### src/rtl/reg_arb_pkg.sv
// Shared constants and types for the round-robin register arbiter.
// The state enum is exported for bench and formal visibility.
package reg_arb_pkg;

    localparam int NREQ_DEF  = 4;
    localparam int WIDTH_DEF = 8;

    typedef enum logic {
        EMPTY = 1'b0,
        FULL  = 1'b1
    } buf_state_t;

endpackage

### src/rtl/rr_grant.sv
// Combinational round-robin priority scan starting at ptr.
// Produces a one-hot grant, its index and an any-grant flag.
module rr_grant
    import reg_arb_pkg::*;
#(
    parameter int NREQ = NREQ_DEF,
    parameter int IDW  = $clog2(NREQ)
) (
    input  logic [NREQ-1:0] req,
    input  logic [IDW-1:0]  ptr,
    input  logic            en,
    output logic [NREQ-1:0] grant,
    output logic [IDW-1:0]  gid,
    output logic            any
);

    always_comb begin
        int idx;
        grant = '0;
        gid   = '0;
        any   = 1'b0;
        idx   = 0;
        for (int k = 0; k < NREQ; k++) begin
            idx = int'(ptr) + k;
            if (idx >= NREQ) idx = idx - NREQ;
            if (en && !any && req[idx]) begin
                any        = 1'b1;
                grant[idx] = 1'b1;
                gid        = idx[IDW-1:0];
            end
        end
    end

endmodule

### src/rtl/reg_rr_arbiter.sv
// Round-robin arbiter feeding one holding register with val/rdy on
// both sides; drain and fill may happen in the same cycle.
module reg_rr_arbiter
    import reg_arb_pkg::*;
#(
    parameter int NREQ  = NREQ_DEF,
    parameter int WIDTH = WIDTH_DEF
) (
    input  logic                   clk,
    input  logic                   reset,
    input  logic [NREQ-1:0]        req_val,
    output logic [NREQ-1:0]        req_rdy,
    input  logic [NREQ*WIDTH-1:0]  req_data,
    output logic                   out_val,
    input  logic                   out_rdy,
    output logic [WIDTH-1:0]       out_data,
    output logic [$clog2(NREQ)-1:0] out_id
);

    localparam int IDW = $clog2(NREQ);

    logic [IDW-1:0]   ptr;
    logic [IDW-1:0]   gid;
    logic [NREQ-1:0]  grant;
    logic             accept;
    logic             space;
    logic             en;
    logic [WIDTH-1:0] sel_data;

    assign space    = !out_val || out_rdy;
    assign en       = space && !reset;
    assign req_rdy  = grant;
    assign sel_data = req_data[gid*WIDTH +: WIDTH];

    rr_grant #(
        .NREQ (NREQ),
        .IDW  (IDW)
    ) u_grant (
        .req   (req_val),
        .ptr   (ptr),
        .en    (en),
        .grant (grant),
        .gid   (gid),
        .any   (accept)
    );

    always_ff @(posedge clk) begin
        if (reset) begin
            out_val  <= 1'b0;
            out_data <= '0;
            out_id   <= '0;
            ptr      <= '0;
        end else if (accept) begin
            out_val  <= 1'b1;
            out_data <= sel_data;
            out_id   <= gid;
            ptr      <= (gid == IDW'(NREQ-1)) ? '0 : gid + IDW'(1);
        end else if (out_rdy) begin
            out_val  <= 1'b0;
        end
    end

`ifdef FORMAL
    logic f_past_valid = 1'b0;
    always_ff @(posedge clk) f_past_valid <= 1'b1;

    a_onehot: assert property (@(posedge clk)
        disable iff (!f_past_valid) $onehot0(req_rdy));

    a_hold: assert property (@(posedge clk)
        disable iff (!f_past_valid || reset)
        out_val && !out_rdy |=> $stable(out_data) && $stable(out_id));

    a_load: assert property (@(posedge clk)
        disable iff (!f_past_valid || reset)
        accept |=> out_data == $past(sel_data));
`endif

endmodule

### config.mk
export PLATFORM = sky130hd
export DESIGN_NAME = reg_rr_arbiter
export DESIGN_NICKNAME = d
export VERILOG_FILES = /design/src/rtl/reg_arb_pkg.sv /design/src/rtl/rr_grant.sv /design/src/rtl/reg_rr_arbiter.sv
export SDC_FILE = /design/constraint.sdc
export NUM_CORES = 1
export LEC_CHECK = 0
export ABC_AREA = 1
export CAP_MARGIN = 20
export CORE_MARGIN = 10
export CORE_UTILIZATION = 49
export DETAILED_ROUTE_END_ITERATION = 7
export PLACE_DENSITY = 0.86
export SLEW_MARGIN = 5
export SYNTH_ARGS = -nofsm -noshare
export SYNTH_HDL_FRONTEND = slang
export SYNTH_SLANG_ARGS = --single-unit
### constraint.sdc
create_clock -name clk -period 5.2 [get_ports clk]
set_input_delay 1.04 -clock clk [delete_from_list [all_inputs] [get_ports clk]]
set_output_delay 1.04 -clock clk [all_outputs]
set_load 0.1 [all_outputs]
* Word-level counts from Yosys, hierarchy flattened *
Cells that the tools add are included.

word-level totals
  flip-flop bits (word level) = 13
  input port bits = 39
  output and inout bits = 15
  logic and storage cells = 87

operators by class
  add/sub/neg operators = 8
  order comparisons = 12
  equal/unequal tests = 1
  shift-type cells = 1
  muxes and demuxes = 39
  bitwise logic cells = 3
  reduce and logical (&&, ||, !) cells = 19

operators by type and width
  cell                                                                 count
  greater-or-equal comparator 32 x 1 -> 1 bit (second input constant)  4
  < comparator 32 x 4 -> 1 bit (second input constant)                 4
  2-to-1 mux 32 bit                                                    4
  greater-or-equal comparator 32 x 4 -> 1 bit (second input constant)  3
  subtractor 32 x 4 -> 32 bit (second input constant)                  3
  indexed part select 32 x 6 -> 8 bit                                  1
  2-to-1 mux 1 bit                                                     18
  2-to-1 mux 4 bit                                                     4
  logical AND 1 bit                                                    12
  bitwise OR 4 bit                                                     3
  2-to-1 mux 2 bit                                                     5
  binary-select mux 1 bit (select 2 bit)                               4
  demux 1 bit (select 2 bit)                                           4
  adder 2 x 2 -> 3 bit (second input constant)                         2
  logical NOT 1 bit                                                    5
  subtractor 2 x 3 -> 4 bit (second input constant)                    1
  adder 2 x 1 -> 3 bit (second input constant)                         1
  greater-or-equal comparator 2 x 3 -> 1 bit (second input constant)   1
  adder 2 x 1 -> 2 bit (second input constant)                         1
  == test 2 bit (second input constant)                                1
  nonzero test 2 bit                                                   1
  logical OR 1 bit                                                     1

* Logic depth before layout (Yosys ltp) *
Gate-level depths: netlist of run 1.

  word-level depth = 21
  depth in mapped cells = 16
  depth with buffers taken out = 15

* Hierarchy *
From an unflattened synthesis of run 1, not the netlist that was laid out.

unflattened totals
  cells, all modules = 207
  area total of the unflattened synthesis = 1316.3 um2

by module, submodules not included
  module          instances  cells an instance  area an instance (um2)  seq. area each (um2)
  reg_rr_arbiter  1          116                769.5                   260.2
  rr_grant        1          91                 546.8                   0.0

* Worst setup path after synthesis of run 1 *
No wires, ideal clock.

  path type = in2out
  from = input port out_rdy
  to = output port req_rdy[0]
  data arrival time = 3311 ps
  data required time = 4160 ps
  path slack = 849 ps
  stages = 6
  buffers on the path = 0
  cells stage by stage = nor2_1 > nor2_2 > nand2_1 > nor2_2 > nand3_4 > o221ai_1

between the ends
  word-level cells in the longest chain between the ends = 16
  elaborated cells on any way between the ends = 22
  those cells by class = mux: 7; bitwise: 3; reduce/logical: 12

ends and longest elaborated chain
  item                             line                  RTL
  start: declaration               reg_rr_arbiter.sv:15  input logic out_rdy,
  logical OR 1 bit (*)             reg_rr_arbiter.sv:30  assign space = !out_val || out_rdy;
  logical AND 1 bit (*)            reg_rr_arbiter.sv:31  assign en = space && !reset;
  logical AND 1 bit                rr_grant.sv:26        if (en && !any && req[idx]) begin
  2-to-1 mux 1 bit                 rr_grant.sv:26
  logical NOT 1 bit                rr_grant.sv:26
  logical AND 1 bit (2 in series)  rr_grant.sv:26
  2-to-1 mux 1 bit                 rr_grant.sv:26
  logical NOT 1 bit                rr_grant.sv:26
  logical AND 1 bit (2 in series)  rr_grant.sv:26
  2-to-1 mux 1 bit                 rr_grant.sv:26
  logical NOT 1 bit                rr_grant.sv:26
  logical AND 1 bit (2 in series)  rr_grant.sv:26
  2-to-1 mux 4 bit (*)             rr_grant.sv:26
  end: declaration                 reg_rr_arbiter.sv:12  output logic [NREQ-1:0] req_rdy,

Every way passes the cells marked *; elsewhere a longest branch is shown, timed or not.

* Worst setup path after layout of run 1 *
  from = input port reset
  to = output port req_rdy[0]

between the ends
  word-level cells in the longest chain between the ends = 16
  elaborated cells on any way between the ends = 22
  those cells by class = mux: 7; bitwise: 3; reduce/logical: 12

ends and longest elaborated chain
  item                             line                  RTL
  start: declaration               reg_rr_arbiter.sv:10  input logic reset,
  logical NOT 1 bit (*)            reg_rr_arbiter.sv:31
  logical AND 1 bit (*)            reg_rr_arbiter.sv:31
  logical AND 1 bit                rr_grant.sv:26
  2-to-1 mux 1 bit                 rr_grant.sv:26
  logical NOT 1 bit                rr_grant.sv:26
  logical AND 1 bit (2 in series)  rr_grant.sv:26
  2-to-1 mux 1 bit                 rr_grant.sv:26
  logical NOT 1 bit                rr_grant.sv:26
  logical AND 1 bit (2 in series)  rr_grant.sv:26
  2-to-1 mux 1 bit                 rr_grant.sv:26
  logical NOT 1 bit                rr_grant.sv:26
  logical AND 1 bit (2 in series)  rr_grant.sv:26
  2-to-1 mux 4 bit (*)             rr_grant.sv:26

Marked as above.

==> results of run 1 <==
-- stage by stage --
stage	worst slack, ns	hold slack, ns	total power, mW
3_3_place_gp	1.40	0.475	1.30
3_5_place_dp	1.33	0.472	1.32
2_1_floorplan	0.849	0.636	1.14
6_report	1.33	0.487	1.38
4_1_cts	1.34	0.487	1.39
5_1_grt	1.16	0.515	1.50
-- cell type report --
class | count | area, µm²
fillers | 264 | 965
multi-input cells | 150 | 930
repair buffers | 53 | 520
flip-flops and latches | 13 | 260
inverters | 68 | 260
well taps | 33 | 41.3
clock buffers | 4 | 26.3
-- flip-flops by register name (all words and copies together), names as in the netlist --
signal and cells:
out_data 8, out_id 2, out_val 1, ptr 2
-- routing by layer --
layer / global-route usage, % / vias up
met5: 0 / -
met4: 2.47 / 0
met3: 6.90 / 4
met2: 26.3 / 43
met1: 17.3 / 698
li1: - / 842
-- cells by family after synthesis --
family                   share of synthesized area (%)
AO/OA/AOI/OAI                                     9.06
adder cells (fa/ha/maj)                           6.59
buffers and inverters                             21.7
flip-flops                                        17.1
AND/OR/NAND/NOR                                   45.6
-- power groups by stage --
stage          logic [mW]  clock network (mW)  registers (mW)
6_report             1.14              0.0639           0.182
2_1_floorplan       0.708                   0           0.428
3_5_place_dp         1.14                   0           0.183
4_1_cts              1.14              0.0649           0.181
5_1_grt              1.24              0.0733           0.188
3_3_place_gp         1.12                   0           0.182
-- worst min-delay path: stages (launching register included) --
cell and delay [ns]:
dfxtp_1 0.32, nand2_1 0.06, a21oi_1 0.06
-- placed cells by master (no fill, tap or decap), drive strengths merged --
cell / synthesis / routed
clkbuf: 0 / 4
a21oi: 3 / 3
buf: 6 / 4
inv: 68 / 68
nand4: 2 / 2
clkdlybuf4s50: 0 / 49
o221ai: 4 / 4
nand3: 55 / 55
a22oi: 4 / 4
ha: 8 / 8
o21ai: 10 / 10
dfxtp: 13 / 13
a211oi: 1 / 1
nand2: 58 / 58
nor2: 5 / 5
-- path summary, 6_finish.rpt --
check / from / endpoint / slack, ns / cells past startpoint
setup / recovery: reset / req_rdy[0] / 1.33 / 7
hold / removal: out_id[0] / out_id[0] / 0.49 / 2
setup reg to reg: ptr[1] / out_data[1] / 2.29 / 13
hold reg to reg: out_id[0] / out_id[0] / 0.49 / 2
==> results_dict.tcl, run 1 <==
set metrics [dict create \
    leakage_nw 1.12 \
    cp_top_family "buffers and inverters" \
    grt_antenna_before_repair 0 \
    final.setup.tns_ns 0 \
    instances_no_fill 321 \
    ys.warnings.count 0 \
    routed.top_layer "met4" \
    port_buffers 53 \
    tightest_slew_ns 1.01 \
    path_cells "clkdlybuf4s50_1 -> nor2_2 -> nand2_1 -> nor2_2 -> nand3_4 -> o221ai_1 -> buf_4" \
    cp_max_fo 7 \
    ctsRootBufferMaster "clkbuf_4" \
    grt_max_degree 20 \
    wl_per_cell_um 12.6 \
    rsz0062_at_grt "no" \
    postCtsHoldBufs 0 \
    synth_edf_count 0 \
    critical_path_class "in2out" \
    worstPathArrival_ns 2.83 \
    period_needed_ns 3.87 \
    utilization_pct 67.9 \
    synth.distinct_cells 27 \
    pwr_density_cell_nw_per_um2 678 \
    ys_ff_latch 13 \
    path_clk_slew_ns 0.09 \
    track_usage_pct 15.3 \
    antenna_cells 0 \
    final_area_um2 2040 \
    yosys.area.top_type "dfxtp_1" \
    die_area_um2 5730 \
    cts_setup_buffers 0 \
    synth_commonest_cells "63 x inv_1, 46 x nand2_1, 43 x nand3_1" \
    synth_ff_type "dfxtp_1" \
    clkLatencyLatePin_ns 0.28 \
    power_frac_comb_pct 82.2 \
    synth_area_leaders "dfxtp_1 17%, inv_1 16%, nand3_1 14%" \
    coreArea_um2 3000 \
    drive_gt1_share_pct 13.5 \
    clock_tree.buffer_depth 2 \
    post-route-drc-count 0 \
    viasPerCell 4.94 \
    postPlaceCellArea_um2 2010 \
    antenna_left 0 \
    dp_hpwl_mm 3.22 \
    wl_met1_mm 1.63 \
    crit_buf_inv 2 \
    hold_violations 0 \
    die_w_um 75.7 \
    synth_area_um2 1520 \
    relSlewSlack_pct 32.2 \
    area_growth_pct 34.2 \
    status "finished clean" \
    swShare_pct 65.4 \
    die_y_um 75.7 \
    p_clk_share_pct 4.6 \
    gr-total-overflow 0 \
    cts_max_level 1 \
    wl_met2_mm 2.01 \
    drtIter0Drc 64 \
    slowest_stage "clkdlybuf4s50_1" \
    nets 336 \
    power.switching_mw 0.903 \
    fin_skew_ns 0.00871 \
    cap_violations 0 \
    grt_pass1_wl_mm 6.99 \
    drv_slew 0 \
    finalWeightedCongestion 0.872 \
    first_pass_iters 4 \
    crit_path_end_kind "output pin" \
    yosysMostFrequentCell "inv_1" \
    core.rowCount 20 \
    period_share_pct 74.3 \
    wl_met3_um 381 \
    num_vias 1587 \
    cpMostUsedCell "nor2_2" \
    fmax_mhz 259 \
    dpl.cell_count 317 \
    io-pin-count 54 \
    synthCells 237 \
    p_seq_share_pct 13.2 \
    clkSinkCount 13 \
    synth_seq_area_share_pct 17.1 \
    crit_required_ns 4.16 \
    max-vdd-ir-drop_uv 613 \
    async_reset_ff_share_pct 0 \
    crit_path_start_kind "input port" \
    setup_viol 0 \
    synth.top_cell.area_share_pct 17.1 \
    cts_resized 0 \
    hp-class "reg2reg" \
    numCtsBuffers 3 \
    cp_slowest_stage_delay_ns 0.48 \
    routed_wl_mm 4.05 \
    start_util_pct 50.6 \
    avgSynthCellArea_um2 6.41 \
    cts_tree "built" \
    syn_nets 284 \
    p_int_mw 0.478 \
    grt_pass1_vias 1516 \
]
No activity file was read; power rests on OpenSTA's default activity.
==> inputs of run 2 (changes only) <==
- CORE_UTILIZATION: 49 -> 45
- PLACE_DENSITY: 0.86 -> 0.8
- clock period: 5.2 -> 3.75 ns (I/O delays scaled with it)
==> run 2 against run 1 <==
- final cell count increased by 4.0%
- hold slack got worse by 0.0094 ns
- via count decreased by 0.76%
- first-iteration DRC count increased by 17%
==> results_dict.tcl, run 2 (synthesis results as in run 1) <==
set metrics [dict create \
    cts_resized 0 \
    hold_slack_ns 0.477 \
    track_usage_pct 12.6 \
    power.switching_mw 1.25 \
    timing.final.ws_setup_ns 0.444 \
    die_w_um 78.1 \
    rsz0062_at_grt "no" \
    final_area_um2 2100 \
    register_area_um2 260 \
    hold_violations 0 \
    cp_top_family "buffers and inverters" \
    path_clk_slew_ns 0.08 \
    crit_buf_inv 3 \
    relSlewSlack_pct 32.3 \
    post-route-drc-count 0 \
    crit_path_end_kind "output pin" \
    path_cells "inv_1 -> ha_1 -> inv_1 -> nand3_2 -> nand3_4 -> nand3_4 -> o221ai_1 -> buf_12" \
    drive_gt1_share_pct 13.5 \
    fmax_mhz 303 \
    grt_antenna_before_repair 0 \
    multiInputGateArea_um2 930 \
    dpl.cell_count 330 \
    pwr_density_cell_nw_per_um2 931 \
    grt_pass1_vias 1474 \
    tightest_slew_ns 1.01 \
    numCtsBuffers 3 \
    viasPerCell 4.72 \
    routed_wl_mm 3.91 \
    nets 336 \
    worst_hold_path.num_cells 2 \
    instances_no_fill 334 \
    crit_required_ns 3.00 \
    core.rowCount 21 \
    cts_setup_buffers 0 \
    drtIter0Drc 75 \
    area_growth_pct 38.6 \
    status "finished clean" \
    period_share_pct 88.2 \
    start_util_pct 45.9 \
    io-pin-count 54 \
    ctsRootBufferMaster "clkbuf_4" \
    r2r_start "ptr[1]" \
    setup_viol 0 \
    drv_slew 0 \
    antenna_cells 0 \
    p_clk_share_pct 4.5 \
    nFillCells 345 \
    port_buffers 53 \
    cts_max_level 1 \
    worstPathArrival_ns 2.56 \
    largest_register_ffs 8 \
    leakage_nw 1.13 \
    postPlaceCellArea_um2 2080 \
    rrSetupSlack_ns 0.93 \
    swShare_pct 63.8 \
    reg.largest.list "out_data (8), out_id (2), ptr (2)" \
    critical_path_class "reg2out" \
    max-vdd-ir-drop_uv 485 \
    p_seq_share_pct 12.8 \
    grt_pass1_wl_mm 6.60 \
    power_frac_comb_pct 82.7 \
    clkSinkCount 13 \
    r2r_end "out_data[3]" \
    antenna_left 0 \
    hp-class "reg2reg" \
    crit_path_start_kind "flop" \
    cp_slowest_stage_delay_ns 0.57 \
    startpoint "ptr[1]" \
    min_to "out_id[0]" \
    dp_hpwl_mm 3.17 \
    die_y_um 78.1 \
    cap_violations 0 \
    wl_per_cell_um 11.7 \
    cp_max_fo 11 \
    clkLatencyLatePin_ns 0.27 \
    finalWeightedCongestion 0.867 \
    gr-total-overflow 0 \
    layout_common_cells "63 x inv_1, 49 x clkdlybuf4s50_1, 46 x nand2_1" \
    num_vias 1575 \
    cts_tree "built" \
    dpl_worst_slack_ns 0.460 \
    clock_tree.buffer_depth 2 \
    slowest_stage "dfxtp_1" \
    fin_skew_ns 0.000504 \
    worstHoldStart "out_id[0]" \
    period_needed_ns 3.31 \
    grt_max_degree 20 \
    reg2reg_depth 13 \
    p_int_mw 0.710 \
    coreArea_um2 3310 \
    top_register "out_data" \
    worst-path-stages 8 \
    first_pass_iters 4 \
    postCtsHoldBufs 0 \
    die_area_um2 6100 \
    p_total_mw 1.96 \
    layout_commonest_cell "inv_1" \
]
run 2: worst min-delay path: stages, from the launching register on:
cell and delay (ns):
dfxtp_1 0.31, nand2_1 0.06, a21oi_1 0.06
run 2: power by group through the flow:
stage / Combinational [mW] / Sequential [mW] / Clock (mW)
2_1_floorplan: 0.982 / 0.593 / 0
3_3_place_gp: 1.62 / 0.251 / 0
3_5_place_dp: 1.63 / 0.252 / 0
4_1_cts: 1.64 / 0.251 / 0.0903
5_1_grt: 1.76 / 0.261 / 0.0972
6_report: 1.62 / 0.251 / 0.0879
run 2: stage by stage:
step                      util, %  setup TNS [ns]
final                        63.6               0
after global routing         63.6               0
after floorplan                 -          -0.765
after CTS                    63.6               0
after global placement       62.8               0
after detailed placement     62.8               0
run 2: per-layer routing:
layer	GRT usage [%]	share of wire [%]	vias up
met2	21.5	48	43
met3	6.49	10	4
li1	-	-	847
met1	13.9	42	681
met4	1.61	0.59	0
met5	0	0	-
run 2: layout make-up:
type / instances / share of cell area, %
Tap cell: 46 / 2.73
Multi-Input combinational cell: 150 / 44.2
Clock buffer: 4 / 1.25
Timing Repair Buffer: 53 / 27.1
Inverter: 68 / 12.4
Sequential cell: 13 / 12.4
run 2: how the worst max path moves through the flow:
stage,endpoint,slack (ns)
after floorplan,req_rdy[0],-0.19
after global placement,req_rdy[3],0.52
after detailed placement,req_rdy[2],0.46
after CTS,req_rdy[2],0.44
after global routing,req_rdy[0],0.28
final,req_rdy[2],0.44
==> inputs of run 3 (changes only) <==
- REMOVE_ABC_BUFFERS: not set -> 1
==> run 3 against run 2 <==
- setup slack got worse by 0.0032 ns
- sequential share of layout area decreased by 0.088 points
- flip-flop and latch count unchanged
- count of clock-buffer cells in the layout unchanged
- non-clock buffer count increased by 2
- global-route usage increased by 0.67 points
- core utilization increased by 0.45 points
- critical endpoint unchanged
- highest routed layer unchanged
==> results_dict.tcl, run 3 (synthesis results as in run 1) <==
set metrics [dict create \
    cpMostUsedCell "nor2_2" \
    rsz0062_at_grt "no" \
    dpl_worst_slack_ns 0.439 \
    die_w_um 78.1 \
    coreArea_um2 3310 \
    post-route-drc-count 0 \
    cp_max_fo 7 \
    cp_slowest_stage_delay_ns 0.49 \
    status "finished clean" \
    core.rowCount 21 \
    grt_antenna_before_repair 0 \
    max-vdd-ir-drop_uv 519 \
    slowest_stage "clkdlybuf4s50_1" \
    crit_path_start_kind "input port" \
    leakage_nw 1.14 \
    pwr_density_cell_nw_per_um2 930 \
    layout_commonest_cell "inv_1" \
    num_vias 1609 \
    relSlewSlack_pct 32.7 \
    cp_top_family "simple AND/OR/NAND/NOR gates" \
    gr-total-overflow 0 \
    die_area_um2 6100 \
    setup_viol 0 \
    routed_wl_mm 3.91 \
    utilization_pct 64.0 \
    reg.largest.list "out_data (8), out_id (2), ptr (2)" \
    first_pass_iters 4 \
    critical_path_class "in2out" \
    largest_register_ffs 8 \
    path_clk_slew_ns 0.08 \
    wl_per_cell_um 11.6 \
    antenna_left 0 \
    path_cells "clkdlybuf4s50_1 -> nor2_2 -> nand2_1 -> nor2_2 -> nand3_4 -> o221ai_1 -> buf_12" \
    cap_violations 0 \
    antenna_cells 0 \
    drtIter0Drc 76 \
    finalWeightedCongestion 0.892 \
    period_needed_ns 3.31 \
    drv_slew 0 \
    grt_pass1_vias 1602 \
    drive_gt1_share_pct 14.1 \
    grt_max_degree 20 \
    top_register "out_data" \
    clkLatencyLatePin_ns 0.28 \
    grt_pass1_wl_mm 6.98 \
    crit_required_ns 3.00 \
    p_total_mw 1.97 \
    port_buffers 53 \
    hold_slack_ns 0.474 \
    timing.final.ws_setup_ns 0.441 \
    cts_max_level 1 \
    hold_violations 0 \
    nets 338 \
    cts_setup_buffers 0 \
    layout_common_cells "63 x inv_1, 49 x clkdlybuf4s50_1, 46 x nand2_1" \
    area_growth_pct 39.5 \
    track_usage_pct 13.2 \
    tightest_slew_ns 1.01 \
    clkSinkCount 13 \
    clock_tree.buffer_depth 2 \
    numCtsBuffers 3 \
    fin_skew_ns 0.00506 \
    period_share_pct 88.2 \
    cts_resized 0 \
    worstPathArrival_ns 2.56 \
    ctsRootBufferMaster "clkbuf_4" \
    hp-class "reg2reg" \
    viasPerCell 4.79 \
    io-pin-count 54 \
    crit_buf_inv 2 \
    start_util_pct 45.9 \
    crit_path_end_kind "output pin" \
    fmax_mhz 302 \
    postCtsHoldBufs 0 \
    cts_tree "built" \
    dp_hpwl_mm 3.17 \
    die_y_um 78.1 \
]
-- run 3: cell types whose count changed in the layout (fill, tap and decap cells not counted), sizes merged --
cell,change
buf,+2
-- run 3: final timing paths --
check             startpoint  slack [ns]  cells after the start     endpoint
setup reg to reg      ptr[0]        0.96                     13  out_data[1]
hold reg to reg    out_id[0]        0.47                      2    out_id[0]
setup / recovery       reset        0.44                      7   req_rdy[2]
hold / removal     out_id[0]        0.47                      2    out_id[0]
-- run 3: report_power, final --
part           switching, mW  internal [mW]
Combinational           1.16          0.485
Sequential            0.0387          0.198
Clock                 0.0449         0.0413
-- run 3: per-layer routing --
metal	part of all wire, %	vias to the layer above	GRT usage, %
met2	48	42	22.5
met4	0.64	0	2.69
met1	42	719	15.2
li1	-	844	-
met5	0	-	0
met3	9.2	4	5.47
-- run 3: cell type report --
type	instances	area [µm²]
clock buffer	4	26.3
fill	322	1190
tap	46	57.6
sequential	13	260
multi-input combinational	150	930
inverter	68	260
timing repair buffer	55	586
-- run 3: worst min-delay path: stages, from the launching register on --
cell and delay (ns):
dfxtp_1 0.31, nand2_1 0.06, a21oi_1 0.06
-- run 3: metrics by stage --
stage                     TNS [ns]  area [µm²]  instances
after floorplan             -0.765        1450        231
after global placement           0        2090        332
after detailed placement         0        2090        332
after CTS                        0        2120        336
after global routing             0        2120        336
final                            0        2120        336
